## src/rtl/multi_word_adder_sequencer.sv

```systemverilog
// Multi-word adder: steps one 32-bit look-ahead adder across WORDS slices, carrying between cycles.
// Optional subtract mode is enabled by defining MULTI_WORD_ADDER_SUBTRACT_EN (adds the Subtract_In port).

module Look_Ahead_Carry_Generator_32_Bit (
  input  logic [31:0] A_In,
  input  logic [31:0] B_In,
  input  logic        Carry_In,
  output logic [31:0] Sum_Out,
  output logic        Carry_Out
);
  logic [31:0] gen;
  logic [31:0] prop;
  logic [31:0] bit_carry;
  logic [7:0]  grp_gen;
  logic [7:0]  grp_prop;
  logic [8:0]  grp_carry;

  assign gen  = A_In & B_In;
  assign prop = A_In ^ B_In;

  // Eight 4-bit groups; each group's internal carries are fully expanded from its carry-in.
  genvar gi;
  generate
    for (gi = 0; gi < 8; gi++) begin : g_group
      logic [3:0] g;
      logic [3:0] p;
      logic       cin_g;
      assign g     = gen[gi*4 +: 4];
      assign p     = prop[gi*4 +: 4];
      assign cin_g = grp_carry[gi];

      assign grp_gen[gi]  = g[3] | (p[3] & g[2]) | (p[3] & p[2] & g[1]) |
                            (p[3] & p[2] & p[1] & g[0]);
      assign grp_prop[gi] = &p;

      assign bit_carry[gi*4 + 0] = cin_g;
      assign bit_carry[gi*4 + 1] = g[0] | (p[0] & cin_g);
      assign bit_carry[gi*4 + 2] = g[1] | (p[1] & g[0]) | (p[1] & p[0] & cin_g);
      assign bit_carry[gi*4 + 3] = g[2] | (p[2] & g[1]) | (p[2] & p[1] & g[0]) |
                                   (p[2] & p[1] & p[0] & cin_g);
    end
  endgenerate

  // Each group carry is derived from Carry_In and the group terms alone, not from a neighbour's carry.
  always_comb begin
    logic chain;
    grp_carry[0] = Carry_In;
    for (int j = 0; j < 8; j++) begin
      chain = Carry_In;
      for (int k = 0; k <= j; k++) begin
        chain = grp_gen[k] | (grp_prop[k] & chain);
      end
      grp_carry[j+1] = chain;
    end
  end

  assign Sum_Out   = prop ^ bit_carry;
  assign Carry_Out = grp_carry[8];
endmodule

module multi_word_adder_sequencer #(
  parameter int WORDS = 4
) (
  input  logic               Clock,
  input  logic               Reset,
  input  logic               Start_In,
  input  logic [WORDS*32-1:0] Data_A_In,
  input  logic [WORDS*32-1:0] Data_B_In,
  input  logic               Carry_In,
`ifdef MULTI_WORD_ADDER_SUBTRACT_EN
  input  logic               Subtract_In,
`endif
  output logic               Busy_Out,
  output logic               Done_Out,
  output logic [WORDS*32-1:0] Sum_Out,
  output logic               Carry_Out,
  output logic               Overflow_Out
);
  localparam int W     = WORDS * 32;
  localparam int IDX_W = $clog2(WORDS);

  typedef enum logic [1:0] {
    ST_IDLE = 2'd0,
    ST_RUN  = 2'd1,
    ST_DONE = 2'd2
  } state_t;

  state_t           state_q, state_d;
  logic [IDX_W-1:0] index_q, index_d;
  logic             carry_q, carry_d;
  logic [W-1:0]     a_q, a_d;
  logic [W-1:0]     b_q, b_d;
  logic [W-1:0]     acc_q, acc_d;
  logic [W-1:0]     sum_q, sum_d;
  logic             cout_q, cout_d;
  logic             ovf_q, ovf_d;
  logic             done_q, done_d;

  logic [W-1:0]     b_latch;
  logic             cin_latch;
  logic [31:0]      slice_a;
  logic [31:0]      slice_b;
  logic [31:0]      slice_sum;
  logic             slice_cout;

`ifdef MULTI_WORD_ADDER_SUBTRACT_EN
  // Subtraction is A + ~B + 1, so the inversion and forced carry happen once, at latch time.
  assign b_latch   = Subtract_In ? ~Data_B_In : Data_B_In;
  assign cin_latch = Subtract_In ? 1'b1 : Carry_In;
`else
  assign b_latch   = Data_B_In;
  assign cin_latch = Carry_In;
`endif

  assign slice_a = a_q[{index_q, 5'd0} +: 32];
  assign slice_b = b_q[{index_q, 5'd0} +: 32];

  Look_Ahead_Carry_Generator_32_Bit u_adder (
    .A_In      (slice_a),
    .B_In      (slice_b),
    .Carry_In  (carry_q),
    .Sum_Out   (slice_sum),
    .Carry_Out (slice_cout)
  );

  always_comb begin
    state_d = state_q;
    index_d = index_q;
    carry_d = carry_q;
    a_d     = a_q;
    b_d     = b_q;
    acc_d   = acc_q;
    sum_d   = sum_q;
    cout_d  = cout_q;
    ovf_d   = ovf_q;
    done_d  = 1'b0;

    case (state_q)
      ST_IDLE: begin
        if (Start_In) begin
          a_d     = Data_A_In;
          b_d     = b_latch;
          carry_d = cin_latch;
          index_d = '0;
          state_d = ST_RUN;
        end
      end
      ST_RUN: begin
        acc_d[{index_q, 5'd0} +: 32] = slice_sum;
        carry_d = slice_cout;
        index_d = index_q + 1'b1;
        if (index_q == IDX_W'(WORDS - 1)) begin
          state_d = ST_DONE;
        end
      end
      ST_DONE: begin
        // Result, carry and overflow all commit on the same edge as the Done pulse.
        sum_d   = acc_q;
        cout_d  = carry_q;
        ovf_d   = (a_q[W-1] == b_q[W-1]) && (acc_q[W-1] != a_q[W-1]);
        done_d  = 1'b1;
        state_d = ST_IDLE;
      end
      default: begin
        state_d = ST_IDLE;
      end
    endcase
  end

  always_ff @(posedge Clock or posedge Reset) begin
    if (Reset) begin
      state_q <= ST_IDLE;
      index_q <= '0;
      carry_q <= 1'b0;
      a_q     <= '0;
      b_q     <= '0;
      acc_q   <= '0;
      sum_q   <= '0;
      cout_q  <= 1'b0;
      ovf_q   <= 1'b0;
      done_q  <= 1'b0;
    end else begin
      state_q <= state_d;
      index_q <= index_d;
      carry_q <= carry_d;
      a_q     <= a_d;
      b_q     <= b_d;
      acc_q   <= acc_d;
      sum_q   <= sum_d;
      cout_q  <= cout_d;
      ovf_q   <= ovf_d;
      done_q  <= done_d;
    end
  end

  assign Busy_Out     = (state_q != ST_IDLE);
  assign Done_Out     = done_q;
  assign Sum_Out      = sum_q;
  assign Carry_Out    = cout_q;
  assign Overflow_Out = ovf_q;
endmodule

```

## config.mk

```make
export PLATFORM = sky130hd
export DESIGN_NAME = multi_word_adder_sequencer
export DESIGN_NICKNAME = d
export VERILOG_FILES = /design/src/rtl/multi_word_adder_sequencer.sv
export SDC_FILE = /design/constraint.sdc
export NUM_CORES = 1
export LEC_CHECK = 0
export BUFFER_PORTS_ARGS = -buffer_cell sky130_fd_sc_hd__buf_2
export CAP_MARGIN = 20
export CORE_MARGIN = 2
export CORE_UTILIZATION = 56
export CTS_CLUSTER_DIAMETER = 200
export DETAILED_ROUTE_END_ITERATION = 7
export GPL_TIMING_DRIVEN = 0
export PLACE_DENSITY = 0.76
export SYNTH_ARGS = -nofsm -noshare
export SYNTH_HDL_FRONTEND = slang
export SYNTH_SLANG_ARGS = --single-unit
```

## constraint.sdc

```tcl
create_clock -name Clock -period 18.8 [get_ports Clock]
set_clock_uncertainty 0.15 [all_clocks]
set_input_delay 0.94 -clock Clock [delete_from_list [all_inputs] [get_ports Clock]]
set_output_delay 0.94 -clock Clock [all_outputs]
set_load 0.01 [all_outputs]
```

======== Yosys cells after proc, flatten, opt, wreduce, memory -nomap -nowiden ========
Cells that the tools add are included.
storage, ports and cells
  bits of input ports ..................... 260
  word-level logic and storage cells ...... 250
  output and inout bits ................... 132
  flip-flop bits (word level) ............. 520
operators by class
  bitwise gates (word level) .............. 203
  mux-type cells .......................... 9
  equal/unequal tests ..................... 7
  add/subtract/negate cells ............... 2
  shifts and indexed selects .............. 4
  reductions and logical operators ........ 15
operators with widths
  cell                        count
  $shiftx A128 B8 Y32         2
  $bwmux W128                 1
  $shift A32 B9 Y128 const A  1
  $shiftx A32 B9 Y128         1
  $and A1 B1 Y1               120
  $or A1 B1 Y1                80
  $xor A32 B32 Y32            2
  $and A32 B32 Y32            1
  $reduce_and A4 Y1           8
  $neg A7 Y9                  1
  $pmux W2 S2                 2
  $mux W2                     3
  $reduce_and A2 Y1           3
  $eq A2 B2 Y1 const B        2
  $ne A2 B2 Y1 const B        2
  $reduce_bool A2 Y1          2
  $add A2 B1 Y2 const B       1
  $eq A2 B1 Y1 const B        1
  $logic_not A2 Y1            1
  $mux W1                     2
  $pmux W1 S2                 1
  $eq A1 B1 Y1                1
  $logic_and A1 B1 Y1         1
  $ne A1 B1 Y1                1

======== Logic depth before layout (Yosys ltp) ========
Gate-level depths: netlist of run 1.
  depth in word-level cells ............... 24
  depth in mapped cells ................... 16
  mapped depth without buffers ............ 12

======== Hierarchy ========
A second synthesis of run 1 with hierarchy kept.
unflattened totals
  cells, all modules ...................... 1,522
  area total of the unflattened synthesis .. 22,556.6 um2
modules (own cells, without submodules)
  module                             cells an instance  sequential area each (um2)  area an instance (um2)  times used
  multi_word_adder_sequencer         1,357              13,012.5                    21,170.3                1
  Look_Ahead_Carry_Generator_32_Bit  165                0.0                         1,386.3                 1

======== Worst setup path after synthesis of run 1 ========
No wires, ideal clock.
  kind .................................... reg2reg
  from .................................... reg index_q[0]
  to ...................................... reg acc_q[125]
  path slack .............................. 14.146 ns
  stages on the path, launching flop included .. 15
  arrival time ............................ 4.372 ns
  path buffers ............................ 3
  period minus slack after synthesis ...... 4.654 ns
  required time ........................... 18.518 ns
  library setup time ...................... 0.132 ns
  cells stage by stage .................... dfrtp_1 -> clkbuf_1 -> buf_1 -> buf_2 -> mux4_2 -> ha_1 -> and4_4 -> a21oi_2 -> o21ai_1 -> o31a_1 -> o311a_1 -> or2_2 -> fa_1 -> xnor2_1 -> o21ai_0
on the way
  word-level cells in the longest chain between the ends .. 24
  elaborated cells between the ends (all ways) .. 206
  those cells by class .................... 1 x add/sub; 4 x shift; 1 x mux; 193 x bitwise; 7 x reduce/logical
ends and longest elaborated chain
  what                                                         line        RTL
  start: declaration                                           89          logic [IDX_W-1:0] index_q, index_d;
  start signal: assignment                                     184         index_q <= index_d;
  $shiftx A128 B8 Y32, on equally long branches                115, 116
  $xor A32 B32 Y32 / $and A32 B32 Y32 (equally long branches)  19, 18
  $and A1 B1 Y1, on equally long branches                      32, 33
  $or A1 B1 Y1 (tied with other cells)                         32          assign grp_gen[gi] = g[3] | (p[3] & g[2]) | (p[3] & p[2] & g[1]) |
  $or A1 B1 Y1 / $and A1 B1 Y1 (equally long branches)         32, 33
  $or A1 B1 Y1                                                 32
  $or A1 B1 Y1                                                 51          chain = grp_gen[k] | (grp_prop[k] & chain);
  $and A1 B1 Y1                                                51
  (+8 left out)                                                -
  $or A1 B1 Y1                                                 51
  $and A1 B1 Y1                                                51
  $or A1 B1 Y1                                                 51
  $and A1 B1 Y1, on equally long branches                      37, 38, 40
  $or A1 B1 Y1, on equally long branches                       37, 38, 39
  $xor A32 B32 Y32                                             57          assign Sum_Out = prop ^ bit_carry;
  $shiftx A32 B9 Y128                                          149         acc_d[{index_q, 5'd0} +: 32] = slice_sum;
  $bwmux W128 *                                                149
  end signal: assignment                                       177         acc_q <= '0;
  end signal: assignment                                       188         acc_q <= acc_d;
  end: declaration                                             93          logic [W-1:0] acc_q, acc_d;
Every way passes the cells marked *; elsewhere a longest branch is shown, timed or not.
A chain may end at the register's enable or synchronous reset.

======== Worst setup path after layout of run 1 ========
  from .................................... reg index_q[0]
  to ...................................... reg acc_q[93]
The elaborated chain is that of the path after synthesis.

==> results.toml, run 1 <==
[run_status]
status = "finished, final reports clean"

[cts]
clock_path_buffers = 3
cts_buffers = 51
cts_hold_buf = 0
cts_setup_buffers = 0
clk_latency_ps = 600
cts-htree-levels = 2
clock-sinks = 520
cts_resized = 0
root_buffer = "clkbuf_16"
clkTransAtPathRegs_ps = 70
cts_tree = "built"

[grt]
groute.usage.overall = 0.3274
grt_max_degree = 137
grt_overflow = 0
antenna_found_initial = 10
grt_first_pass_wirelength_um = 101600
grt_pass1_vias = 17730

[floorplan]
die_h_um = 203.4
pin_count = 392
dieArea_um2 = 41370
core_um2 = 39460
rows = 73
die_x_um = 203.4
start_util = 0.5643

[sta]
fin_crit_ps = 6195
final_max_slew_viol_count = 0
rsz0062_at_grt = "false"
holdWs_ps = 236.0
timing.fmax_mhz = 161.4
setup_viol = 0
min_period_over_period = 0.3295
maxSlewHeadroom = 0.3075
worst_slew_pin_slew_ps = 1039
fin_ws_ps = 12600
hold_viol_final = 0

[layout]
num-nets-final = 2797
synthToLayoutAreaGrowth_pct = 19.71
drive_above_1_share = 0.2697

[placed_design]
io_buffers = 391
pre_cts_slack_ps = 12650
hpwl_um = 50150
place.gp.congestion = 0.9261

[setup_path]
required_ps = 19080
end_kind = "flip-flop"
slowest_delay_ps = 820
path_delay_family = "buffers and inverters"
critPathBufInv = 3
cp-start-kind = "flip-flop"
critPathArrivalTime_ps = 6480
cp_max_fo = 10
cp_slowest_cell = "buf_1"
path_class = "flip-flop to flip-flop"
worstPathCellList = "clkbuf_1, buf_1, buf_2, mux4_2, ha_1, a21oi_2, o21ai_1, a32oi_2, o311ai_2, o311a_1, or2_2, fa_1, xnor2_1, o21ai_0"

[synth]
yosysUniqueCellTypes = 53
syn_area_per_cell_um2 = 10.89
synthArstFlopShare = 1.000
synth_edf_count = 0
yosysWarnings = 0
synth_area_um2 = 22270
ys_seq_area_frac = 0.5844
synthFlopType = "dfrtp_1"
synth_cells = 2044
syn_nets = 2349
ys_ff_latch = 520

[routing]
vias = 17260
wirelength_um = 66100
remaining_drc_errors = 0
final_antenna_net_count = 0
drtIter0Drc = 1207
first_pass_iters = 5
wl_per_cell_um = 21.60
drt-vias-per-instance = 5.640

[power]
leakagePower_nw = 14.04
powerDensity_nw_per_um2 = 204.8
peakVddDrop_uv = 108.4
power_mw = 5.458

[run]
maxCapViolCount = 0

[min_path]
hp-class = "primary input to asynchronous set/reset pin"
[area by class of cell]
class,count,area [um2]
antenna,6,15.01
buffer,112,427.9
clock buffer,79,1554
clock inverter,11,87.58
fill,3067,12800
inverter,16,67.56
multi-input combinational,1396,8765
sequential,520,13010
tap,525,656.9
timing repair buffer,395,2067
[routing by layer]
metal,wire [um],GRT usage,vias to the layer above
met3,5669,0.06759,141
met4,2128,0.1124,8
li1,-,-,7768
met1,26150,0.4364,8575
met2,32090,0.5402,767
met5,58,0,-
[power breakdown]
group | internal, mW | switching, mW | total, mW
Combinational | 0.965 | 1.61 | 2.58
Clock | 0.579 | 0.431 | 1.01
Sequential | 1.59 | 0.279 | 1.87
Total | 3.13 | 2.32 | 5.46
[final timing paths]
check,from,endpoint,slack (ps),cells past startpoint
min reg2reg,b_q[100],b_q[100],320,2
max,index_q[0],acc_q[93],12600,14
min,Reset,Sum_Out[101],240,2
max in group asynchronous,Reset,b_q[123],16640,4
max reg2reg,index_q[0],acc_q[93],12600,14
min in group Clock,b_q[100],b_q[100],320,2
[cells in the final DEF, fill, tap and decap left out, drive strengths merged, types with 27 or more instances in the layout]
master / count
a21oi: 27
a22o: 60
buf: 416
clkbuf: 170
dfrtp: 520
ha: 37
mux2: 129
mux4: 64
nand2: 849
o21ai: 64
[worst register-to-register path, cell delays in order (launching register included)]
cell,delay (ps)
dfrtp_1,390
clkbuf_1,340
buf_1,820
buf_2,510
mux4_2,620
ha_1,420
a21oi_2,210
o21ai_1,100
a32oi_2,400
o311ai_2,260
o311a_1,450
or2_2,300
fa_1,440
xnor2_1,400
o21ai_0,220
[cell families after synthesis]
| family | after synthesis | synth area share |
|---|---|---|
| mux | 194 | 0.1304 |
| fa+ha+maj | 45 | 0.02799 |
| buf+inv | 128 | 0.02192 |
| xor+xnor | 14 | 0.005507 |
| compound gates | 204 | 0.06435 |
| simple gates | 939 | 0.1654 |
| flops | 520 | 0.5844 |
[metrics by stage]
stage	std cells	TNS, ps	instance area (um2)	utilization
after global placement	2960	-719910	24880	0.6305
after CTS	3054	0	26640	0.6751
after global routing	3055	0	26640	0.6752
after detailed placement	2964	0	25000	0.6335
after floorplan	2044	0	22270	-
final	3060	0	26650	0.6755
[cells in the mapped netlist, types with 2 or more instances]
| cell | n | area [um2] |
|---|---|---|
| xor2_1 | 3 | 26.28 |
| nor2_1 | 25 | 93.84 |
| a221o_1 | 2 | 20.02 |
| and2_1 | 3 | 18.77 |
| clkbuf_1 | 91 | 341.6 |
| nand3_1 | 13 | 65.06 |
| or3_1 | 2 | 12.51 |
| inv_1 | 16 | 60.06 |
| nand2_1 | 849 | 3187 |
| o21ai_0 | 52 | 260.3 |
| a32o_1 | 4 | 40.04 |
| and4_1 | 2 | 17.52 |
| buf_2 | 6 | 30.03 |
| nand2b_1 | 7 | 43.79 |
| mux2_2 | 129 | 1453 |
| dfrtp_1 | 520 | 13010 |
| xnor2_1 | 11 | 96.34 |
| or4_1 | 5 | 37.54 |
| a22oi_1 | 4 | 30.03 |
| o211ai_1 | 2 | 15.01 |
| a22o_1 | 60 | 525.5 |
| o21ai_1 | 12 | 60.06 |
| a21o_1 | 8 | 60.06 |
| o21a_1 | 7 | 52.55 |
| o31ai_1 | 15 | 112.6 |
| buf_1 | 15 | 56.30 |
| fa_1 | 8 | 160.2 |
| a21oi_1 | 25 | 125.1 |
| a21oi_2 | 2 | 17.52 |
| ha_1 | 37 | 462.9 |
| mux4_2 | 64 | 1441 |
| nor3_1 | 10 | 50.05 |
| nor3b_1 | 3 | 22.52 |
| nor2b_1 | 6 | 37.54 |
| nand4_1 | 5 | 31.28 |
| or2_2 | 3 | 18.77 |
| a211oi_1 | 2 | 15.01 |
[sequential cells by signal, indices dropped and copies added, names as in the netlist]
register      cells
b_q             128
carry_q           1
Carry_Out         1
index_q           2
a_q             128
state_q           2
Overflow_Out      1
Done_Out          1
acc_q           128
Sum_Out         128
Note: power is estimated with default switching activity, not from simulation.
==> run 2: changes to the inputs <==
Settings changed: ABC_AREA from default to 1.
Clock period 18.8 ns to 6.3 ns, I/O delays scaled along.
==> results.toml, run 2 <==
[run_status]
status = "finished, final reports clean"

[layout]
final_util = 0.7492
design_area_um2 = 29700
drive_above_1_share = 0.1558
num-nets-final = 3660
final_cell_mix = "nand2_1, dfrtp_1, buf_2"
synthToLayoutAreaGrowth_pct = 32.15
final_common_cell = "nand2_1"

[cts]
cts_buffers = 51
cts-htree-levels = 2
cts_resized = 0
clkTransAtPathRegs_ps = 70
cts_hold_buf = 258
clock-sinks = 520
clk_latency_ps = 600
cts_tree = "built"
root_buffer = "clkbuf_16"
clock_path_buffers = 3
cts_setup_buffers = 0

[synth]
synthTopCellsByArea = "dfrtp_1, nand2_1, o21ai_0"
synth_area_um2 = 22470
ys_seq_area_frac = 0.5790
syn_nets = 2943
ys_top_cells_by_count = "nand2_1, dfrtp_1, o21ai_0"
synthArstFlopShare = 1.000
synthFlopType = "dfrtp_1"
yosysWarnings = 0
synth.top_cell.area_share = 0.5790
synth_cells = 2638
yosysUniqueCellTypes = 35
post-synth-top-area-cell = "dfrtp_1"
syn_area_per_cell_um2 = 8.519
yosysMostFrequentCell = "nand2_1"
synth_edf_count = 0
ys_ff_latch = 520

[power]
power_frac_clock = 0.174
powerDensity_nw_per_um2 = 604.8
combinationalPowerShare = 0.521
peakVddDrop_uv = 433.4
power.internal_mw = 9.380
switching_share = 0.4778
leakagePower_nw = 15.26
power_mw = 17.96
p_switching_mw = 8.581
seqPwrFrac = 0.306

[setup_path]
cp_max_fo = 10
slowest_delay_ps = 620
cp_slowest_cell = "dfrtp_1"
path_class = "flip-flop to flip-flop"
cpMostUsedCell = "nand2_4"
end_kind = "flip-flop"
required_ps = 6650
critPathBufInv = 3
cp-start-kind = "flip-flop"
critPathArrivalTime_ps = 6140
path_delay_family = "buffers and inverters"

[sta]
worst_slew_pin_slew_ps = 962.3
maxSlewHeadroom = 0.3585
rsz0062_at_grt = "false"
hold_viol_final = 0
timing.fmax_mhz = 172.9
holdWs_ps = 181.8
fin_crit_ps = 5783
setup_viol = 0
min_period_over_period = 0.9179
finalSetupTns_ps = 0
final_max_slew_viol_count = 0

[routing]
drt-vias-per-instance = 5.729
wl_per_cell_um = 21.62
vias = 22480
remaining_drc_errors = 0
final_antenna_net_count = 0
first_pass_iters = 7
drtIter0Drc = 2196
wirelength_um = 84850

[floorplan]
dieArea_um2 = 41750
pin_count = 392
start_util = 0.5669
core_um2 = 39640
die_x_um = 204.3
die_h_um = 204.3
rows = 73

[placed_design]
placed_area_um2 = 25400
io_buffers = 391
place.gp.congestion = 0.9480
hpwl_um = 57570

[grt]
grt_pass1_vias = 22720
grt_max_degree = 46
grt_overflow = 0
antenna_found_initial = 4
groute.usage.overall = 0.4151
grt_first_pass_wirelength_um = 129900

[min_path]
hp-class = "primary input to asynchronous set/reset pin"

[run]
maxCapViolCount = 0
-- run 2: cell count changes after synthesis, moves of 18 or more --
cell and change:
nor2_1 +139, inv_1 +147, nand2_1 +196, mux4_2 -64, o22ai_1 +137, a22o_1 -60, o21ai_0 +234, nand3_1 +18
clkbuf_1 +44, mux2_2 -129
-- run 2: area by class of cell --
class                   count  area (um2)
clock buffers              76        1530
multi-input cells        1795        8244
well taps                 525       656.9
diodes                      3       7.507
inverters                 168       634.4
plain buffers             155       586.8
repair buffers            664        4847
clock inverters            18       178.9
flip-flops and latches    520       13010
fillers                  2774        9942
-- run 2: worst paths after layout --
kind                                  from            to  slack (ps)  depth (start not counted)
worst min-delay path                 Reset   Sum_Out[15]         180                          4
worst min register to register     b_q[47]       b_q[47]         320                          2
max in group asynchronous            Reset  Sum_Out[109]        4290                          9
worst max-delay path            index_q[0]     acc_q[61]         520                         25
worst max register to register  index_q[0]     acc_q[61]         520                         25
min in group Clock                Start_In    index_q[0]         250                          6
-- run 2: layer usage --
layer,GRT usage,up-vias,part of all wire
met1,0.5258,10790,0.37
met2,0.6619,1494,0.47
li1,-,9840,-
met4,0.2179,4,0.058
met5,0,-,0.00027
met3,0.1048,356,0.11
-- run 2: through the flow --
step | std cells | setup slack (ps)
2_1_floorplan | 2638 | -1229
3_3_place_gp | 3554 | -3854
6_report | 3924 | 517.4
4_1_cts | 3921 | 735.2
3_5_place_dp | 3569 | 771.7
5_1_grt | 3923 | 380.7
-- run 2: logic make-up after synthesis --
logic type / share of synthesized area
compound gates: 0.1115
xor+xnor: 0.005790
fa+ha+maj: 0.02772
buf+inv: 0.05417
flops: 0.5790
simple gates: 0.2218
-- run 2: power groups by stage --
stage	logic, mW	registers [mW]	clock network [mW]
floorplan	5.32	5.45	0
global placement	8.53	5.46	0
detailed placement	8.79	5.48	0
CTS	8.98	5.44	3.12
global route	10.0	5.60	3.26
finish	9.35	5.49	3.12
-- run 2: worst reg2reg max path: cells and delay by family, from the launching register on --
kind / cells / cell delay (ps)
DFF: 1 / 620
AOI/OAI and AO/OA: 4 / 840
and+or+nand+nor: 15 / 1490
xor gates and xnor gates: 1 / 190
buffers and inverters: 3 / 1580
adders and majority gates: 2 / 810
